===== config.mk =====
export PLATFORM = sky130hd
export DESIGN_NAME = fir_lowpass_transposed_flat
export DESIGN_NICKNAME = d
export VERILOG_FILES = /design/src/rtl/fir_lowpass_transposed_if.sv /design/src/rtl/fir_lowpass_transposed.sv /design/src/flat_wrapper.sv
export SDC_FILE = /design/constraint.sdc
export NUM_CORES = 1
export LEC_CHECK = 0
export CORE_ASPECT_RATIO = 1.75
export CORE_MARGIN = 2
export CORE_UTILIZATION = 30
export CTS_CLUSTER_DIAMETER = 50
export DETAILED_ROUTE_END_ITERATION = 6
export GPL_ROUTABILITY_DRIVEN = 0
export PLACE_DENSITY = 0.54
export SYNTH_ARGS = -nofsm -noshare
export SYNTH_HDL_FRONTEND = slang
export SYNTH_SLANG_ARGS = --single-unit
export TNS_END_PERCENT = 20

===== constraint.sdc =====
create_clock -name clk -period 17.5 [get_ports clk]
set_input_delay 2.625 -clock clk [delete_from_list [all_inputs] [get_ports clk]]
set_output_delay 2.625 -clock clk [all_outputs]
set_load 0.005 [all_outputs]

===== src/rtl/fir_lowpass_transposed_if.sv =====
// rtl/fir_lowpass_transposed_if.sv - sample stream into and filtered stream out of the FIR
interface fir_lowpass_transposed_if #(
  parameter int DATA_W = 16,
  parameter int OUT_W  = 32
);
  logic signed [DATA_W-1:0] data_in;
  logic signed [OUT_W-1:0]  data_out;

  // Sample source side: drives samples, observes the filtered result.
  modport master (output data_in, input data_out);
  // Filter side.
  modport slave  (input data_in, output data_out);
endinterface


===== src/rtl/fir_lowpass_transposed.sv =====
// rtl/fir_lowpass_transposed.sv - 11-tap fixed-coefficient low-pass FIR, transposed direct form
module fir_lowpass_transposed #(
  parameter int DATA_W = 16,
  parameter int COEF_W = 16,
  parameter int OUT_W  = 32,
  parameter int TAPS   = 11
) (
  input  logic                        clk,
  input  logic                        reset_n,
  fir_lowpass_transposed_if.slave     bus
);

  // Symmetric low-pass set: DC gain 368, zero gain at Nyquist.
  localparam logic signed [COEF_W-1:0] COEF [TAPS] = '{
    -16'sd2, -16'sd4, 16'sd6, 16'sd40, 16'sd88, 16'sd112,
    16'sd88, 16'sd40, 16'sd6, -16'sd4, -16'sd2
  };

  logic signed [DATA_W-1:0] x_reg;
  logic signed [OUT_W-1:0]  x_ext;
  logic signed [OUT_W-1:0]  prod  [TAPS];
  logic signed [OUT_W-1:0]  p     [TAPS];
  logic signed [OUT_W-1:0]  out_reg;

  // Both operands are sign-extended to full width so the low OUT_W bits
  // of the product are the exact signed 16x16 result.
  assign x_ext = $signed({{(OUT_W-DATA_W){x_reg[DATA_W-1]}}, x_reg});

  // Every tap multiplies the same registered sample by its own coefficient.
  always_comb begin
    for (int k = 0; k < TAPS; k++) begin
      prod[k] = x_ext * $signed({{(OUT_W-COEF_W){COEF[k][COEF_W-1]}}, COEF[k]});
    end
  end

  // Input register, partial-sum chain p10 -> p0, and output register;
  // reset wipes all history so a restart behaves like a fresh filter.
  always_ff @(posedge clk or negedge reset_n) begin
    if (!reset_n) begin
      x_reg   <= '0;
      out_reg <= '0;
      for (int k = 0; k < TAPS; k++) begin
        p[k] <= '0;
      end
    end else begin
      x_reg        <= bus.data_in;
      p[TAPS-1]    <= prod[TAPS-1];
      for (int k = 0; k < TAPS-1; k++) begin
        p[k] <= p[k+1] + prod[k];
      end
      out_reg      <= p[0];
    end
  end

  assign bus.data_out = out_reg;

endmodule


===== src/flat_wrapper.sv =====
// flat-port wrapper written by rule: the top's interface ports become plain ports
module fir_lowpass_transposed_flat 
#(
  parameter int DATA_W = 16,
  parameter int COEF_W = 16,
  parameter int OUT_W  = 32,
  parameter int TAPS   = 11
)
  (clk, reset_n, bus_data_in, bus_data_out);
  fir_lowpass_transposed_if #(.DATA_W(DATA_W), .OUT_W(OUT_W)) bus_i ();
  input  logic clk;
  input  logic reset_n;
  input wire logic [$bits(bus_i.data_in)-1:0] bus_data_in;
  output wire logic [$bits(bus_i.data_out)-1:0] bus_data_out;
  assign bus_i.data_in = bus_data_in;
  assign bus_data_out = bus_i.data_out;
  fir_lowpass_transposed #(.DATA_W(DATA_W), .COEF_W(COEF_W), .OUT_W(OUT_W), .TAPS(TAPS)) u_core (.clk(clk), .reset_n(reset_n), .bus(bus_i));
endmodule

==> results of run 1 <==
## layout make-up
| cell class | count | area, sq um |
|---|---|---|
| clock buffers | 58 | 1264 |
| well taps | 1184 | 1481 |
| clock inverters | 22 | 375.4 |
| fillers | 9329 | 59490 |
| repair buffers | 58 | 560.5 |
| multi-input cells | 2206 | 17090 |
| flip-flops and latches | 388 | 9709 |
| inverters | 168 | 630.6 |
## stage by stage
| step | setup slack, ns | std cells |
|---|---|---|
| after floorplan | 11.72 | 2782 |
| after global placement | 11.09 | 4004 |
| after detailed placement | 11.09 | 4004 |
| after CTS | 11.03 | 4084 |
| after global routing | 10.45 | 4084 |
| final | 10.98 | 4084 |
## per-layer routing
layer  track usage (%)  vias up  share of wire [%]
met4             10.58        0                7.4
met3             1.471      170                2.0
met2             31.06      296                 55
met5                 0        -                  0
li1                  -    10150                  -
met1             15.22     9777                 35
## worst min path at each step
stage | startpoint | end | slack (ns) | depth (start not counted)
floorplan | u_core.p[330]$_DFF_PN0_ | u_core.bus.data_out[10]$_DFF_PN0_ | 0.33 | 0
global placement | u_core.p[351]$_DFF_PN0_ | u_core.bus.data_out[31]$_DFF_PN0_ | 0.33 | 0
detailed placement | u_core.p[342]$_DFF_PN0_ | u_core.bus.data_out[22]$_DFF_PN0_ | 0.33 | 0
CTS | u_core.p[340]$_DFF_PN0_ | u_core.bus.data_out[20]$_DFF_PN0_ | 0.35 | 0
global route | u_core.p[340]$_DFF_PN0_ | u_core.bus.data_out[20]$_DFF_PN0_ | 0.35 | 0
finish | u_core.p[340]$_DFF_PN0_ | u_core.bus.data_out[20]$_DFF_PN0_ | 0.34 | 0
## power groups by stage
stage | Sequential [uW] | Combinational [uW] | Clock [uW]
floorplan | 1450 | 2870 | 0
global placement | 1570 | 3820 | 0
detailed placement | 1580 | 3810 | 0
CTS | 1560 | 3850 | 1080
global route | 1580 | 4260 | 1110
finish | 1550 | 3820 | 1040
## cells by family after synthesis
family,Yosys count
AOI/OAI and AO/OA,867
and+or+nand+nor,561
adders and majority gates,436
DFF,388
xor gates and xnor gates,340
buffers and inverters,188
other,1
muxes,1
## cells in the final DEF (no fill, tap or decap), types with 6 or more instances in the layout
cell type          n
o211ai_1          14
xnor2_1          243
nand3_1           50
clkdlybuf4s50_1   47
o21a_1            55
ha_1             397
nor3_1            35
and2_1            15
clkbuf_16         44
o21bai_1          50
inv_1            167
nor2_1           186
nand4_1           27
a211o_1            9
a21o_1           154
xor2_1            94
a31oi_1           17
buf_4             10
and3_1            24
a21boi_0          10
dfrtp_1          388
bufinv_16          7
clkbuf_8          11
a21oi_1          275
a31o_2             6
nand2b_1          39
fa_1              39
o21ai_0          142
nor2b_1           35
o22ai_1            6
a211oi_1          21
o31ai_1           16
or3_1             12
nand2_1          116
o31a_1            11
o21ai_1           10
==> impl_metrics.env, run 1 <==
export IMPL_core_sq_um=90610
export IMPL_slew_headroom_pct=30.67
export IMPL_tritoncts="yes"
export IMPL_syn_cell_area_sq_um=27500
export IMPL_ant_nets=0
export IMPL_path_common_cell="a21oi_1"
export IMPL_path_cells="inv_1, ha_1, fa_1, ha_1, a21o_1, a21oi_1, nor2_1, a211oi_2, a21oi_1, a41o_1, o41ai_1, o21ai_0, xnor2_1, ha_1, a21o_1, a21o_1, a21oi_1, nor2_1, o21ai_0, a21oi_1, nor2_1, o31ai_1, xnor2_1, xnor2_1"
export IMPL_drc=0
export IMPL_status="finished clean"
export IMPL_worstSkewPairLatency_ns=0.61
export IMPL_synth_seq_cells=388
export IMPL_cap_viol_max_count=0
export IMPL_p_comb_share_pct=59.6
export IMPL_synth_adder_area_share_pct=20.90
export IMPL_post_route_period_util_pct=37.26
export IMPL_synth_avg_cell_area_sq_um=9.886
export IMPL_synth_edf_count=0
export IMPL_yosysTopAreaCellShare_pct=35.30
export IMPL_final_max_slew_viol_count=0
export IMPL_critPathKind="flip-flop to flip-flop"
export IMPL_crit_fanout=10
export IMPL_fin_setup_tns_ns=0
export IMPL_fin_area_sq_um=31110
export IMPL_peakVddDrop_mv=0.08212
export IMPL_slowest_stage="xnor2_1"
export IMPL_r2r_end="u_core.p[191]$_DFF_PN0_"
export IMPL_synth_ff_type="dfrtp_1"
export IMPL_setup_worst_path_start="u_core.x_reg[1]$_DFF_PN0_"
export IMPL_rrSetupSlack_ns=10.98
export IMPL_crit_path_start_kind="flip-flop"
export IMPL_drtPass1Iterations=5
export IMPL_hold_slack_ns=0.3426
export IMPL_portBuffers=48
export IMPL_drtIter0Drc=933
export IMPL_synthArstFlopShare_pct=100.0
export IMPL_cp_depth=24
export IMPL_ys_top_cells_by_count="ha_1, dfrtp_1, a21oi_1"
export IMPL_netSwitchingPower_uw=2795
export IMPL_layout_min_cycle_time_ns=6.521
export IMPL_cts_max_path_buffers=3
export IMPL_cts_setup_buffers=0
export IMPL_p_int_uw=3611
export IMPL_antenna_found_initial=0
export IMPL_root_buffer="clkbuf_16"
export IMPL_die_area_sq_um=94210
export IMPL_clock_sinks=388
export IMPL_synth_compound_area_share_pct=20.50
export IMPL_r2r_cells=24
export IMPL_yosys_area_share_simple_pct=9.735
export IMPL_swShare_pct=43.63
export IMPL_cpPeakStageDelay_ns=0.82
export IMPL_final_util_pct=34.34
export IMPL_power_density_nw_per_um2=205.9
export IMPL_skew_ns=0.03341
export IMPL_cp_data_required_time_ns=17.94
export IMPL_vias=20390
export IMPL_first_global_vias=21260
export IMPL_die_height_um=404.5
export IMPL_critPathCaptureType="flip-flop"
export IMPL_path_delay_family="compound AO/OA/AOI/OAI gates"
export IMPL_vias_per_cell=4.992
export IMPL_worst_pin_slew_ns=1.033
export IMPL_grt_pass1_wl_um=115400
export IMPL_h_tree_depth=2
export IMPL_largest_reg_flops=341
export IMPL_synth_distinct_cells=82
export IMPL_netlist_instances=2782
export IMPL_yosysMostFrequentCell="ha_1"
export IMPL_cts_resized_gates=0
export IMPL_syn_to_final_growth_pct=13.12
export IMPL_diodes=0
export IMPL_final_hold_violation_count=0
export IMPL_synth_xor_area_share_pct=10.93
export IMPL_pwr_share_seq_pct=24.1
export IMPL_ys_seq_area_share_pct=35.30
export IMPL_dpl_hpwl_um=58800
export IMPL_post_drt_wl_per_cell_um=17.91
export IMPL_hold_path_class="flip-flop to flip-flop"
export IMPL_placementRows=146
export IMPL_p_clk_share_pct=16.3
export IMPL_leakagePower_uw=0.01445
export IMPL_track_usage_pct=15.78
export IMPL_crit_buf_inv=1
export IMPL_clk_pin_slew_ns=0.07
export IMPL_cts_buffers=44
export IMPL_cp_endpoint="u_core.p[191]$_DFF_PN0_"
export IMPL_start_util_pct=30.36
export IMPL_rsz0062_at_grt="false"
export IMPL_r2r_start="u_core.x_reg[1]$_DFF_PN0_"
export IMPL_synth_top_area_cell="dfrtp_1"
export IMPL_io_pins=50
export IMPL_layout_drive_gt1_share_pct=3.931
export IMPL_wl_um=73150
export IMPL_grt_max_degree=76
export IMPL_setup_viol=0
export IMPL_fmax_mhz=153.4
export IMPL_overflow=0
export IMPL_muxShareOfSynthArea_pct=0.03639
export IMPL_yosysWarnings=0
export IMPL_cts_hold_buf=0
export IMPL_dpl_cell_area_sq_um=29470
export IMPL_power_total_uw=6406
export IMPL_syn_nets=3236
export IMPL_nets=3320
export IMPL_die_width_um=232.9
export IMPL_cp_arrival_ns=6.96
export IMPL_synth_top_family_by_area="adder cells"
export IMPL_netlist_top_cells_area="dfrtp_1, ha_1, xnor2_1, a21oi_1, a21o_1"
(Power assumes the default switching activity.)
==> run 2, diff against run 1 <==
- clock period: 17.5 -> 6.25 ns (I/O delays scaled with it)
==> run 2 against run 1 <==
Worst hold slack worse by 0.048 ns. Worst setup slack worse by 10 ns. Critical path type unchanged. Largest power group unchanged. Total power increased to 2.8 times the previous value. Clock skew shrank 0.0087 ns. Design area rose by 0.34%. Core utilization grew 0.12 points. Global-route usage up 0.31 points. Count of clock-buffer cells in the layout shrank 6. Highest routed layer unchanged.
==> impl_metrics.env, run 2 (synthesized netlist as in run 1, its figures left out) <==
export IMPL_status="finished clean"
export IMPL_rrSetupSlack_ns=0.52
export IMPL_die_width_um=232.9
export IMPL_cts_hold_buf=0
export IMPL_netSwitchingPower_uw=7873
export IMPL_r2r_end="u_core.p[189]$_DFF_PN0_"
export IMPL_die_area_sq_um=94210
export IMPL_antenna_found_initial=1
export IMPL_skew_ns=0.02467
export IMPL_final_cell_mix="ha_1, dfrtp_1, a21oi_1"
export IMPL_worst_pin_slew_ns=1.031
export IMPL_cap_viol_max_count=0
export IMPL_dpl_hpwl_um=60150
export IMPL_pre_cts_ws_ns=0.2746
export IMPL_clock_sinks=388
export IMPL_syn_to_final_growth_pct=13.50
export IMPL_placementRows=146
export IMPL_layout_commonest_cell="ha_1"
export IMPL_cp_arrival_ns=6.24
export IMPL_vias_per_cell=4.992
export IMPL_drtPass1Iterations=5
export IMPL_worstSkewPairLatency_ns=0.60
export IMPL_crit_path_start_kind="flip-flop"
export IMPL_r2r_cells=25
export IMPL_power_density_nw_per_um2=573.9
export IMPL_layout_setup_ws_ns=0.5232
export IMPL_peakVddDrop_mv=0.2412
export IMPL_vias=20460
export IMPL_stdcell_count=4098
export IMPL_track_usage_pct=16.09
export IMPL_pwr_share_seq_pct=24.2
export IMPL_dp_cells=4014
export IMPL_layout_min_cycle_time_ns=5.727
export IMPL_largest_reg_flops=341
export IMPL_dpl_cell_area_sq_um=29570
export IMPL_fmax_mhz=174.6
export IMPL_first_global_vias=21470
export IMPL_r2r_start="u_core.x_reg[1]$_DFF_PN0_"
export IMPL_rsz0062_at_grt="false"
export IMPL_die_height_um=404.5
export IMPL_p_int_uw=10040
export IMPL_setup_viol=0
export IMPL_drtIter0Drc=880
export IMPL_swShare_pct=43.94
export IMPL_io_pins=50
export IMPL_cp_data_required_time_ns=6.77
export IMPL_drc=0
export IMPL_wl_um=74470
export IMPL_crit_fanout=6
export IMPL_fin_setup_tns_ns=0
export IMPL_start_util_pct=30.36
export IMPL_overflow=0
export IMPL_clk_pin_slew_ns=0.06
export IMPL_final_max_slew_viol_count=0
export IMPL_root_buffer="clkbuf_16"
export IMPL_p_comb_share_pct=60.0
export IMPL_core_sq_um=90610
export IMPL_tritoncts="yes"
export IMPL_fin_area_sq_um=31220
export IMPL_layout_drive_gt1_share_pct=4.496
export IMPL_hold_path_class="input port to asynchronous set/reset pin"
export IMPL_cts_buffers=44
export IMPL_grt_max_degree=165
export IMPL_grt_pass1_wl_um=117200
export IMPL_hold_slack_ns=0.2949
export IMPL_nets=3333
export IMPL_post_route_period_util_pct=91.63
export IMPL_critPathCaptureType="flip-flop"
export IMPL_critPathKind="flip-flop to flip-flop"
export IMPL_h_tree_depth=2
export IMPL_p_clk_share_pct=15.8
export IMPL_final_hold_violation_count=0
export IMPL_portBuffers=48
export IMPL_ant_nets=0
export IMPL_cts_max_path_buffers=3
export IMPL_slew_headroom_pct=30.74
export IMPL_diodes=0
export IMPL_post_drt_wl_per_cell_um=18.17
export IMPL_leakagePower_uw=0.01449
==> run 2: cell count changes in the layout (fill, tap and decap cells not counted), moves of 2 or more <==
| cell | before | now |
|---|---|---|
| buf_12 | 0 | 3 |
| buf_4 | 10 | 20 |
| clkbuf_8 | 11 | 4 |
| clkinv_2 | 4 | 6 |
| clkinvlp_4 | 1 | 7 |
| inv_8 | 1 | 3 |
==> run 2: metal layers <==
layer  part of all wire [%]  up-vias  track usage (%)
met2                     57      265            32.45
met5                      0        -                0
met3                    1.8      170            1.316
met4                    7.4        0            10.68
met1                     34     9827            15.00
li1                       -    10200                -
==> run 2: stage by stage <==
| stage | power, uW | util (%) |
|---|---|---|
| 2_1_floorplan | 12100 | - |
| 3_3_place_gp | 15160 | 32.64 |
| 3_5_place_dp | 15170 | 32.64 |
| 4_1_cts | 18150 | 34.38 |
| 5_1_grt | 19430 | 34.45 |
| 6_report | 17920 | 34.45 |
==> run 2: area by class of cell <==
class | instances | area [sq um]
sequential | 388 | 9709
timing repair buffer | 71 | 695.7
multi-input combinational | 2206 | 17120
tap | 1184 | 1481
inverter | 168 | 630.6
clock buffer | 52 | 1192
clock inverter | 29 | 386.6
fill | 9379 | 59390
==> run 2: power groups by stage <==
stage	sequential, uW	clock [uW]	combinational (uW)
after floorplan	4070	0	8030
after global placement	4400	0	10800
after detailed placement	4410	0	10800
after CTS	4370	2930	10900
after global routing	4410	3020	12000
final	4330	2830	10800
==> run 2: worst max path at each step <==
stage | startpoint | to | slack, ns | cells after the start
after floorplan | u_core.x_reg[1]$_DFF_PN0_ | u_core.p[94]$_DFF_PN0_ | 0.47 | 22
after global placement | u_core.x_reg[1]$_DFF_PN0_ | u_core.p[285]$_DFF_PN0_ | 0.36 | 22
after detailed placement | u_core.x_reg[1]$_DFF_PN0_ | u_core.p[285]$_DFF_PN0_ | 0.27 | 22
after CTS | u_core.x_reg[1]$_DFF_PN0_ | u_core.p[285]$_DFF_PN0_ | 0.25 | 22
after global routing | u_core.x_reg[1]$_DFF_PN0_ | u_core.p[285]$_DFF_PN0_ | 0.02 | 22
final | u_core.x_reg[1]$_DFF_PN0_ | u_core.p[189]$_DFF_PN0_ | 0.52 | 25
==> run 2: what timing repair did <==
item | CTS | global route
buffers inserted | 0 | 3
setup endpoints to repair | 0 | 16
gates resized for setup | 0 | 5
==> run 2: critical path, stage by stage, from the launching register on <==
cell and delay (ns):
dfrtp_1 0.44, inv_1 0.17, ha_1 0.37, fa_1 0.53, fa_1 0.48, a21o_1 0.20, a21oi_1 0.22, o21bai_1 0.10
a21oi_1 0.24, o21bai_1 0.16, a21oi_2 0.22, o21ai_0 0.18, a211o_1 0.34, a21oi_1 0.16, xnor2_1 0.14, ha_1 0.31
a21o_1 0.22, a21o_1 0.18, a21o_1 0.19, a21o_1 0.17, a21oi_1 0.13, nor2_1 0.05, nor2_1 0.08, o31ai_1 0.08
a21oi_1 0.18, xnor2_1 0.13
==> run 3, diff against run 2 <==
- GPL_TIMING_DRIVEN: not set -> 0
==> run 3 against run 2 <==
First-iteration DRC count up 5.3%. Total power down 0.66%. Critical path depth unchanged. Sequential share of layout area down 0.14 points.
==> impl_metrics.env, run 3 (synthesized netlist as in run 1, its figures left out) <==
export IMPL_status="finished clean"
export IMPL_final_hold_violation_count=0
export IMPL_grt_max_degree=110
export IMPL_drtIter0Drc=927
export IMPL_first_global_vias=20930
export IMPL_layout_drive_gt1_share_pct=5.049
export IMPL_rrSetupSlack_ns=0.39
export IMPL_largest_reg_flops=341
export IMPL_post_route_period_util_pct=93.81
export IMPL_hold_path_class="flip-flop to flip-flop"
export IMPL_nets=3349
export IMPL_post_drt_wl_per_cell_um=17.32
export IMPL_final_max_slew_viol_count=0
export IMPL_final_cell_mix="ha_1, dfrtp_1, a21oi_1"
export IMPL_dpl_cell_area_sq_um=29580
export IMPL_clock_sinks=388
export IMPL_drtPass1Iterations=5
export IMPL_cts_max_path_buffers=3
export IMPL_cp_arrival_ns=6.36
export IMPL_portBuffers=48
export IMPL_wl_um=71290
export IMPL_skew_ns=0.02182
export IMPL_tritoncts="yes"
export IMPL_vias_per_cell=4.955
export IMPL_holdPathStages=0
export IMPL_rsz0062_at_grt="false"
export IMPL_r2r_cells=25
export IMPL_h_tree_depth=2
export IMPL_syn_to_final_growth_pct=14.10
export IMPL_fin_area_sq_um=31380
export IMPL_fmax_mhz=170.6
export IMPL_die_width_um=232.9
export IMPL_cp_data_required_time_ns=6.75
export IMPL_clk_pin_slew_ns=0.07
export IMPL_cap_viol_max_count=0
export IMPL_layout_min_cycle_time_ns=5.863
export IMPL_overflow=0
export IMPL_layout_commonest_cell="ha_1"
export IMPL_worst_pin_slew_ns=1.001
export IMPL_crit_path_start_kind="flip-flop"
export IMPL_track_usage_pct=15.30
export IMPL_dpl_hpwl_um=56940
export IMPL_cts_hold_buf=0
export IMPL_peakVddDrop_mv=0.2064
export IMPL_die_height_um=404.5
export IMPL_placementRows=146
export IMPL_die_area_sq_um=94210
export IMPL_root_buffer="clkbuf_16"
export IMPL_setup_viol=0
export IMPL_antenna_found_initial=1
export IMPL_critPathKind="flip-flop to flip-flop"
export IMPL_grt_pass1_wl_um=112800
export IMPL_worstSkewPairLatency_ns=0.59
export IMPL_crit_fanout=6
export IMPL_critPathCaptureType="flip-flop"
export IMPL_vias=20400
export IMPL_slew_headroom_pct=33.28
export IMPL_start_util_pct=30.36
export IMPL_cts_buffers=45
export IMPL_final_util_pct=34.64
export IMPL_core_sq_um=90610
export IMPL_power_density_nw_per_um2=567.2
export IMPL_io_pins=50
export IMPL_drc=0
export IMPL_fillCellCount=9291
export IMPL_ant_nets=0
export IMPL_leakagePower_uw=0.01451
## run 3: where the power goes
group / total, uW / switching (uW) / internal, uW
Sequential: 4290 / 538 / 3750
Combinational: 10700 / 6080 / 4650
Clock: 2780 / 1190 / 1600
Total: 17800 / 7800 / 10000
## run 3: path summary, 6_finish.rpt
kind,end,startpoint
worst max register to register,u_core.p[189]$_DFF_PN0_,u_core.x_reg[1]$_DFF_PN0_
max in group asynchronous,u_core.p[292]$_DFF_PN0_,reset_n
worst max-delay path,u_core.p[189]$_DFF_PN0_,u_core.x_reg[1]$_DFF_PN0_
worst min register to register,u_core.bus.data_out[20]$_DFF_PN0_,u_core.p[340]$_DFF_PN0_
min in group asynchronous,u_core.p[186]$_DFF_PN0_,reset_n
worst min-delay path,u_core.bus.data_out[20]$_DFF_PN0_,u_core.p[340]$_DFF_PN0_
## run 3: layout make-up
type	instances	area, sq um	share of cell area, %
sequential	388	9717	30.96
clock buffer	54	1221	3.891
buffer	20	81.33	0.2591
tap	1184	1481	4.721
inverter	168	634.4	2.021
timing repair buffer	66	688.2	2.193
multi-input combinational	2206	17210	54.83
antenna	2	5.005	0.01595
clock inverter	29	346.6	1.104
## run 3: repair_timing
item,CTS,global route
gates resized for setup,8,20
pin swaps,1,3
hold endpoints to repair,0,0
endpoints found under the setup margin,19,26
setup buffers,3,11
## run 3: per-stage QoR
step	TNS [ns]	hold slack (ns)	setup WS [ns]	power, uW	instances
floorplan	0	0.3312	0.4680	12100	2782
global placement	-5206.87	0.3328	-13.48	15040	4014
detailed placement	-5.945	0.3347	-1.091	15050	4018
CTS	-0.003229	0.3445	-0.003229	18010	4104
global route	0	0.3512	0.01653	19340	4115
finish	0	0.3411	0.3870	17800	4117
## run 3: layer usage
metal | global-route usage, % | wire length [um]
met1 | 15.37 | 25990
met2 | 30.82 | 40400
met3 | 1.225 | 1306
met4 | 7.476 | 3598
met5 | 0 | 0
## run 3: worst max-delay path: stages, from the launching register on
cell	delay, ns
dfrtp_2	0.46
clkinvlp_4	0.16
ha_1	0.37
fa_1	0.53
fa_1	0.48
a21o_1	0.20
a21oi_1	0.22
o21bai_1	0.11
a21oi_2	0.19
o21bai_1	0.10
a21oi_2	0.21
o21ai_1	0.15
a211o_1	0.33
a21oi_1	0.20
xnor2_1	0.22
ha_2	0.39
a21o_1	0.22
a21o_1	0.19
a21o_1	0.18
a21o_1	0.18
a21oi_1	0.14
nor2_1	0.05
nor2_1	0.08
o31ai_1	0.08
a21oi_1	0.20
xnor2_1	0.14
